==> src/rtl/multi_bus_arbiter_if.sv <==
// Bus bundle between the requester channels / main memory and the
// multi_bus_arbiter. The slave modport is the arbiter's view; the master
// modport is the environment's view (requesters plus the memory device).
interface multi_bus_arbiter_if #(
  parameter int N_CH   = 4,
  parameter int ADDR_W = 8,
  parameter int DATA_W = 8
);
  // requester side
  logic [N_CH-1:0]        start;
  logic [N_CH-1:0]        write_op;
  logic [N_CH*ADDR_W-1:0] in_address;
  logic [N_CH*DATA_W-1:0] in_data;
  logic [DATA_W-1:0]      out_data;
  logic [N_CH-1:0]        finish_flag;
  logic                   busy;
  logic                   timeout_flag;
  // memory side
  logic [ADDR_W-1:0]      mem_address;
  logic [DATA_W-1:0]      mem_data;
  logic                   mem_read_enable;
  logic                   mem_write_enable;
  logic [DATA_W-1:0]      mem_data_out;
  logic                   mem_readfinish_flag;
  logic                   mem_writefinish_flag;

  modport slave (
    input  start, write_op, in_address, in_data,
    input  mem_data_out, mem_readfinish_flag, mem_writefinish_flag,
    output out_data, finish_flag, busy, timeout_flag,
    output mem_address, mem_data, mem_read_enable, mem_write_enable
  );

  modport master (
    output start, write_op, in_address, in_data,
    output mem_data_out, mem_readfinish_flag, mem_writefinish_flag,
    input  out_data, finish_flag, busy, timeout_flag,
    input  mem_address, mem_data, mem_read_enable, mem_write_enable
  );
endinterface

==> src/rtl/multi_bus_arbiter.sv <==
// multi_bus_arbiter: round-robin front end for N_CH requesters sharing one
// main-memory port. One transaction in flight at a time: IDLE grants,
// WAIT holds the memory strobe until the matching finish flag, DONE is a
// dead cycle that keeps a lingering memory finish level from being
// attributed to the next transaction.
// Optional feature: define BUS_TIMEOUT_EN to abort a WAIT that lasts
// TIMEOUT_CYCLES cycles (finish_flag and timeout_flag pulse together).
module multi_bus_arbiter #(
  parameter int N_CH           = 4,
  parameter int ADDR_W         = 8,
  parameter int DATA_W         = 8,
  parameter int TIMEOUT_CYCLES = 64
) (
  input logic               clk,
  input logic               rst,
  multi_bus_arbiter_if.slave bus
);

  localparam int GW = (N_CH > 1) ? $clog2(N_CH) : 1;

  if (N_CH < 2 || N_CH > 16 || TIMEOUT_CYCLES < 1) begin : g_param_check
    $error("multi_bus_arbiter: N_CH must be 2..16 and TIMEOUT_CYCLES >= 1");
  end

  typedef enum logic [1:0] {IDLE, WAIT, DONE} state_t;

  state_t            state_q, state_d;
  logic [GW-1:0]     rr_ptr_q, rr_ptr_d;
  logic [GW-1:0]     grant_q, grant_d;
  logic              op_q, op_d;
  logic [ADDR_W-1:0] addr_q, addr_d;
  logic [DATA_W-1:0] wdata_q, wdata_d;
  logic [DATA_W-1:0] out_data_q, out_data_d;
  logic [N_CH-1:0]   finish_q, finish_d;
  logic              rd_en_q, rd_en_d;
  logic              wr_en_q, wr_en_d;
  logic              busy_q, busy_d;

`ifdef BUS_TIMEOUT_EN
  localparam int              CNT_W    = $clog2(TIMEOUT_CYCLES + 1);
  localparam logic [CNT_W-1:0] TMO_LAST = CNT_W'(TIMEOUT_CYCLES - 1);
  logic [CNT_W-1:0] tmo_cnt_q, tmo_cnt_d;
  logic             timeout_q, timeout_d;
`endif

  logic [ADDR_W-1:0] ch_addr [N_CH];
  logic [DATA_W-1:0] ch_data [N_CH];
  logic              req_any;
  logic [GW-1:0]     req_sel;
  logic              mem_done;

  // Unpack the flat per-channel address/data buses into arrays.
  always_comb begin
    for (int c = 0; c < N_CH; c++) begin
      ch_addr[c] = bus.in_address[c*ADDR_W +: ADDR_W];
      ch_data[c] = bus.in_data[c*DATA_W +: DATA_W];
    end
  end

  // Round-robin pick: first requesting channel at or after rr_ptr, wrapping.
  // Scanning from the far end lets the channel nearest rr_ptr win last.
  always_comb begin
    int            idx;
    logic [GW-1:0] idx_g;
    req_any = 1'b0;
    req_sel = '0;
    idx     = 0;
    idx_g   = '0;
    for (int i = N_CH - 1; i >= 0; i--) begin
      idx = int'(rr_ptr_q) + i;
      if (idx >= N_CH) idx = idx - N_CH;
      idx_g = GW'(idx);
      if (bus.start[idx_g]) begin
        req_any = 1'b1;
        req_sel = idx_g;
      end
    end
  end

  // Only the finish flag matching the latched op counts; the other is ignored.
  assign mem_done = op_q ? bus.mem_writefinish_flag : bus.mem_readfinish_flag;

  // Next-state and registered-output logic for the IDLE/WAIT/DONE controller.
  always_comb begin
    state_d    = state_q;
    rr_ptr_d   = rr_ptr_q;
    grant_d    = grant_q;
    op_d       = op_q;
    addr_d     = addr_q;
    wdata_d    = wdata_q;
    out_data_d = out_data_q;
    finish_d   = '0;
    rd_en_d    = rd_en_q;
    wr_en_d    = wr_en_q;
`ifdef BUS_TIMEOUT_EN
    tmo_cnt_d  = tmo_cnt_q;
    timeout_d  = 1'b0;
`endif
    case (state_q)
      IDLE: begin
        if (req_any) begin
          state_d  = WAIT;
          grant_d  = req_sel;
          op_d     = bus.write_op[req_sel];
          addr_d   = ch_addr[req_sel];
          wdata_d  = ch_data[req_sel];
          rd_en_d  = ~bus.write_op[req_sel];
          wr_en_d  = bus.write_op[req_sel];
          rr_ptr_d = (req_sel == GW'(N_CH - 1)) ? '0 : req_sel + 1'b1;
`ifdef BUS_TIMEOUT_EN
          tmo_cnt_d = '0;
`endif
        end
      end
      WAIT: begin
        if (mem_done) begin
          state_d           = DONE;
          rd_en_d           = 1'b0;
          wr_en_d           = 1'b0;
          finish_d[grant_q] = 1'b1;
          if (!op_q) out_data_d = bus.mem_data_out;
        end
`ifdef BUS_TIMEOUT_EN
        else if (tmo_cnt_q == TMO_LAST) begin
          state_d           = DONE;
          rd_en_d           = 1'b0;
          wr_en_d           = 1'b0;
          finish_d[grant_q] = 1'b1;
          timeout_d         = 1'b1;
          tmo_cnt_d         = tmo_cnt_q + 1'b1;
        end else begin
          tmo_cnt_d = tmo_cnt_q + 1'b1;
        end
`endif
      end
      DONE:    state_d = IDLE;
      default: state_d = IDLE;
    endcase
    busy_d = (state_d != IDLE);
  end

  // State and output registers; reset drops any in-flight transaction.
  always_ff @(posedge clk) begin
    if (rst) begin
      state_q    <= IDLE;
      rr_ptr_q   <= '0;
      grant_q    <= '0;
      op_q       <= 1'b0;
      addr_q     <= '0;
      wdata_q    <= '0;
      out_data_q <= '0;
      finish_q   <= '0;
      rd_en_q    <= 1'b0;
      wr_en_q    <= 1'b0;
      busy_q     <= 1'b0;
`ifdef BUS_TIMEOUT_EN
      tmo_cnt_q  <= '0;
      timeout_q  <= 1'b0;
`endif
    end else begin
      state_q    <= state_d;
      rr_ptr_q   <= rr_ptr_d;
      grant_q    <= grant_d;
      op_q       <= op_d;
      addr_q     <= addr_d;
      wdata_q    <= wdata_d;
      out_data_q <= out_data_d;
      finish_q   <= finish_d;
      rd_en_q    <= rd_en_d;
      wr_en_q    <= wr_en_d;
      busy_q     <= busy_d;
`ifdef BUS_TIMEOUT_EN
      tmo_cnt_q  <= tmo_cnt_d;
      timeout_q  <= timeout_d;
`endif
    end
  end

  assign bus.out_data         = out_data_q;
  assign bus.finish_flag      = finish_q;
  assign bus.busy             = busy_q;
  assign bus.mem_address      = addr_q;
  assign bus.mem_data         = wdata_q;
  assign bus.mem_read_enable  = rd_en_q;
  assign bus.mem_write_enable = wr_en_q;
`ifdef BUS_TIMEOUT_EN
  assign bus.timeout_flag     = timeout_q;
`else
  assign bus.timeout_flag     = 1'b0;
`endif

endmodule

==> src/flat_wrapper.sv <==
// flat-port wrapper written by rule: the top's interface ports become plain ports
module multi_bus_arbiter_flat 
#(
  parameter int N_CH           = 4,
  parameter int ADDR_W         = 8,
  parameter int DATA_W         = 8,
  parameter int TIMEOUT_CYCLES = 64
)
  (clk, rst, bus_start, bus_write_op, bus_in_address, bus_in_data, bus_mem_data_out, bus_mem_readfinish_flag, bus_mem_writefinish_flag, bus_out_data, bus_finish_flag, bus_busy, bus_timeout_flag, bus_mem_address, bus_mem_data, bus_mem_read_enable, bus_mem_write_enable);
  multi_bus_arbiter_if #(.N_CH(N_CH), .ADDR_W(ADDR_W), .DATA_W(DATA_W)) bus_i ();
  input logic clk;
  input logic rst;
  input wire logic [$bits(bus_i.start)-1:0] bus_start;
  input wire logic [$bits(bus_i.write_op)-1:0] bus_write_op;
  input wire logic [$bits(bus_i.in_address)-1:0] bus_in_address;
  input wire logic [$bits(bus_i.in_data)-1:0] bus_in_data;
  input wire logic [$bits(bus_i.mem_data_out)-1:0] bus_mem_data_out;
  input wire logic [$bits(bus_i.mem_readfinish_flag)-1:0] bus_mem_readfinish_flag;
  input wire logic [$bits(bus_i.mem_writefinish_flag)-1:0] bus_mem_writefinish_flag;
  output wire logic [$bits(bus_i.out_data)-1:0] bus_out_data;
  output wire logic [$bits(bus_i.finish_flag)-1:0] bus_finish_flag;
  output wire logic [$bits(bus_i.busy)-1:0] bus_busy;
  output wire logic [$bits(bus_i.timeout_flag)-1:0] bus_timeout_flag;
  output wire logic [$bits(bus_i.mem_address)-1:0] bus_mem_address;
  output wire logic [$bits(bus_i.mem_data)-1:0] bus_mem_data;
  output wire logic [$bits(bus_i.mem_read_enable)-1:0] bus_mem_read_enable;
  output wire logic [$bits(bus_i.mem_write_enable)-1:0] bus_mem_write_enable;
  assign bus_i.start = bus_start;
  assign bus_i.write_op = bus_write_op;
  assign bus_i.in_address = bus_in_address;
  assign bus_i.in_data = bus_in_data;
  assign bus_i.mem_data_out = bus_mem_data_out;
  assign bus_i.mem_readfinish_flag = bus_mem_readfinish_flag;
  assign bus_i.mem_writefinish_flag = bus_mem_writefinish_flag;
  assign bus_out_data = bus_i.out_data;
  assign bus_finish_flag = bus_i.finish_flag;
  assign bus_busy = bus_i.busy;
  assign bus_timeout_flag = bus_i.timeout_flag;
  assign bus_mem_address = bus_i.mem_address;
  assign bus_mem_data = bus_i.mem_data;
  assign bus_mem_read_enable = bus_i.mem_read_enable;
  assign bus_mem_write_enable = bus_i.mem_write_enable;
  multi_bus_arbiter #(.N_CH(N_CH), .ADDR_W(ADDR_W), .DATA_W(DATA_W), .TIMEOUT_CYCLES(TIMEOUT_CYCLES)) u_core (.clk(clk), .rst(rst), .bus(bus_i));
endmodule
==> config.mk <==
export PLATFORM = sky130hd
export DESIGN_NAME = multi_bus_arbiter_flat
export DESIGN_NICKNAME = d
export VERILOG_FILES = /design/src/rtl/multi_bus_arbiter_if.sv /design/src/rtl/multi_bus_arbiter.sv /design/src/flat_wrapper.sv
export SDC_FILE = /design/constraint.sdc
export NUM_CORES = 1
export LEC_CHECK = 0
export CORE_AREA = 2 2 88 65
export DETAILED_ROUTE_END_ITERATION = 12
export DIE_AREA = 0 0 90 67
export PLACE_DENSITY = 0.79
export SLEW_MARGIN = 25
export SYNTH_ARGS = -nofsm -noshare
export SYNTH_HDL_FRONTEND = slang
export SYNTH_SLANG_ARGS = --single-unit
export TNS_END_PERCENT = 100
==> constraint.sdc <==
create_clock -name clk -period 2.1 [get_ports clk]
set_input_delay 0.42 -clock clk [delete_from_list [all_inputs] [get_ports clk]]
set_output_delay 0.42 -clock clk [all_outputs]
set_load 0.005 [all_outputs]
==> results.yml <==
status:
  status: "complete, no violations"
timing:
  whs_ns: 0.468
  fmax_mhz: 499
  fin_crit_sh_pct: 95.4
  final.setup.tns_ns: 0
  fin_worst_skew_ns: 0.00373
  rsz0062_at_grt: "no"
  drv_slew: 0
  finalSetupViolCount: 0
  setup_slack_ns: 0.0976
  min_period_ns: 2.00
  hold_viol_final: 0
clock_network:
  cts-htree-levels: 2
  cts.sink_count: 38
  clkSlewWorstSetupHoldPaths_ns: 0.07
  clk_path_buf_depth: 2
  post_cts_buffers: 0
  cts_root_buffer: "clkbuf_8"
  cts_hold_buf: 0
  numCtsBuffers: 5
  clock_latency_ns: 0.29
  cts_tree: "done"
worst_setup_path:
  endpoint: "u_core.bus.mem_data[1]$_SDFFE_PP0P_"
  worstReg2RegEnd: "u_core.bus.mem_data[1]$_SDFFE_PP0P_"
  end_kind: "flip-flop"
  critPathArrivalTime_ns: 2.16
  path_depth: 7
  path_max_fanout: 22
  critPathLaunchType: "primary input"
  critical_path_class: "primary input to flip-flop"
  critical-path-slowest-cell: "clkdlybuf4s50_1"
  worstReg2RegStart: "u_core.rr_ptr_q[0]$_SDFFE_PP0P_"
  crit_buf_inv: 3
  crit_required_ns: 2.26
  r2r_slack_ns: 0.36
  r2r_cells: 6
  cpPeakStageDelay_ns: 0.52
  path_cells: "clkdlybuf4s50_1 -> inv_1 -> a22o_1 -> a211o_4 -> buf_12 -> mux2i_1 -> o221ai_1"
  crit_start: "bus_start[3]"
  crit_family: "buffers and inverters"
cells_and_area:
  num-nets-final: 394
  drive_gt1_share_pct: 9.65
  area_growth_pct: 75.8
  fin_cells: 383
  diodes: 0
floorplan:
  die_width_um: 90
  dieArea_um2: 6030
  start_util_pct: 36.3
  rows: 22
  core_um2: 5120
  ios: 116
  die_y_um: 67
global_routing:
  grt_pass1_vias: 1890
  grt_pass1_wl_mm: 8.76
  antenna_found_initial: 0
  grt_max_degree: 23
  overflow: 0
  grtUsageTotal_pct: 18.1
flow_run:
  maxCapViolations: 0
detailed_routing:
  drtAntennaViolNets: 0
  firstDrtPassIters: 4
  wl_per_cell_um: 13.8
  wirelength_mm: 5.30
  vias: 1828
  via_per_inst: 4.77
  drc: 0
  drtIter0Drc: 49
place:
  place.gp.congestion: 0.788
  hpwl_mm: 4.13
  pre_cts_ws_ns: -0.254
  place_inst: 375
  io_buffer_count: 114
pwr:
  pwr-share-comb_pct: 36.6
  leakage_nw: 1.34
  p_sw_w: 0.000633
  p_clk_share_pct: 25.3
  switching_share_pct: 27.3
  power_per_cell_area_nw_per_um2: 710
  p_seq_share_pct: 38.2
  ir_worst_vdd_v: 0.000367
  intPower_w: 0.00169
synthesis:
  synthFlopType: "dfxtp_1"
  syn-instance-count: 189
  synth_cell_types: 38
  synth-async-reset-ratio_pct: 0
  yosysTopAreaCell: "dfxtp_1"
  netlist.area_leader.share_pct: 40.9
  synthTopCellsByArea: "dfxtp_1 (41%), mux2i_1 (23%), o221ai_1 (8.0%)"
  synthAdderAreaFrac_pct: 0
  synthesis.area_um2: 1860
  ys_warn_count: 0
  synth_commonest_cells: "mux2i_1 (42), dfxtp_1 (38), nand2_1 (23)"
  synth_compound_area_share_pct: 14.0
  ys_seq_area_share_pct: 40.9
  synth_top_family_by_area: "multiplexers"
  syn-mean-instance-area_um2: 9.83
  synth-simple-area-share_pct: 14.0
  synth_edf_count: 0
  syn_nets: 273
  yosys_register_bits: 38
  synth-xor-area-share_pct: 0.471
  synth.most_common_cell: "mux2i_1"
  muxShareOfSynthArea_pct: 24.4
hold_path:
  hold_path.class: "flip-flop to flip-flop"
## tightest hold or removal path: stages (launching register included)
cell and delay [ns]:
dfxtp_1 0.33, nand2_1 0.05, o221ai_1 0.06
## placed cells by master (no fill, tap or decap)
cell	netlist	final
nand3_1	1	1
o221ai_2	2	2
nand2b_1	3	3
nor2_2	1	1
nor4b_2	0	1
nand2_1	23	23
nand3_2	1	1
buf_4	1	8
clkinv_1	1	1
inv_1	5	5
or3_1	1	1
mux2_2	1	1
xor2_1	1	1
a21oi_1	7	7
dfxtp_1	38	38
mux2_1	2	2
nor4_2	1	1
mux2i_1	42	42
clkbuf_8	0	8
nor2_1	14	14
a211o_4	0	1
clkdlybuf4s50_1	0	114
and2_1	2	2
and3_1	1	1
buf_12	0	4
nor3b_1	1	1
nor3_1	2	2
conb_1	1	1
o21a_1	1	1
a211oi_1	1	1
o221ai_1	17	17
or2_2	1	1
a22o_1	1	1
o21ai_0	1	1
o31a_1	1	1
or3_4	1	1
## cell families (layout without fill, tap and decap cells)
family	Yosys count	after routing
other cells	1	1
flops	38	38
compound gates	32	32
buf+inv	18	140
xor+xnor	1	1
simple gates	54	54
mux	45	45
## what timing repair did
action | in CTS | in global routing
resized for setup | 0 | 1
endpoints found under the hold margin | 0 | 0
endpoints found under the setup margin | 0 | 7
## layer usage
layer | global-route usage [%] | share of wire [%] | up-vias
met5 | 0 | 0 | -
met4 | 4.04 | 0.72 | 0
met3 | 7.24 | 8.9 | 7
met2 | 31.4 | 47 | 69
met1 | 21.3 | 44 | 828
li1 | - | - | 924
## power by group through the flow
| stage | Combinational [W] | Sequential [W] | Clock [W] |
|---|---|---|---|
| final | 0.000848 | 0.000885 | 0.000586 |
| after global routing | 0.000918 | 0.000897 | 0.000630 |
| after CTS | 0.000855 | 0.000884 | 0.000599 |
| after detailed placement | 0.000850 | 0.000899 | 0 |
| after global placement | 0.000832 | 0.000898 | 0 |
| after floorplan | 0.000404 | 0.000901 | 0 |
## through the flow
| step | power [W] | instance area, µm² | util [%] |
|---|---|---|---|
| 2_1_floorplan | 0.00130 | 1860 | - |
| 3_3_place_gp | 0.00173 | 3150 | 61.5 |
| 3_5_place_dp | 0.00175 | 3150 | 61.5 |
| 4_1_cts | 0.00234 | 3260 | 63.7 |
| 5_1_grt | 0.00245 | 3270 | 63.8 |
| 6_report | 0.00232 | 3270 | 63.8 |
## sequential cells by signal, summed over array words and instances, names as in the netlist, 2 cells and up
name,count
u_core.bus.mem_address,8
u_core.bus.mem_data,8
u_core.bus.out_data,8
u_core.bus.finish_flag,4
u_core.grant_q,2
u_core.rr_ptr_q,2
u_core.state_q,2
## cell type report
| class | instances | area [µm²] |
|---|---|---|
| clock buffers | 8 | 110 |
| fillers | 427 | 1850 |
| inverters | 6 | 22.5 |
| multi-input cells | 133 | 1000 |
| flip-flops and latches | 38 | 761 |
| well taps | 72 | 90.1 |
| repair buffers | 126 | 1280 |
## worst min path at each step
| stage | cells past startpoint | slack, ns | to | startpoint |
|---|---|---|---|---|
| floorplan | 1 | 0.43 | u_core.bus.finish_flag[1]$_SDFF_PP0_ | u_core.grant_q[1]$_SDFFE_PP0P_ |
| global placement | 2 | 0.44 | u_core.bus.mem_address[5]$_SDFFE_PP0P_ | u_core.bus.mem_address[5]$_SDFFE_PP0P_ |
| detailed placement | 2 | 0.45 | u_core.bus.mem_data[0]$_SDFFE_PP0P_ | u_core.bus.mem_data[0]$_SDFFE_PP0P_ |
| CTS | 2 | 0.47 | u_core.bus.finish_flag[1]$_SDFF_PP0_ | u_core.grant_q[0]$_SDFFE_PP0P_ |
| global route | 2 | 0.49 | u_core.bus.mem_data[5]$_SDFFE_PP0P_ | u_core.bus.mem_data[5]$_SDFFE_PP0P_ |
| finish | 2 | 0.47 | u_core.bus.mem_data[6]$_SDFFE_PP0P_ | u_core.bus.mem_data[6]$_SDFFE_PP0P_ |
No activity file was read; power rests on OpenSTA's default activity.
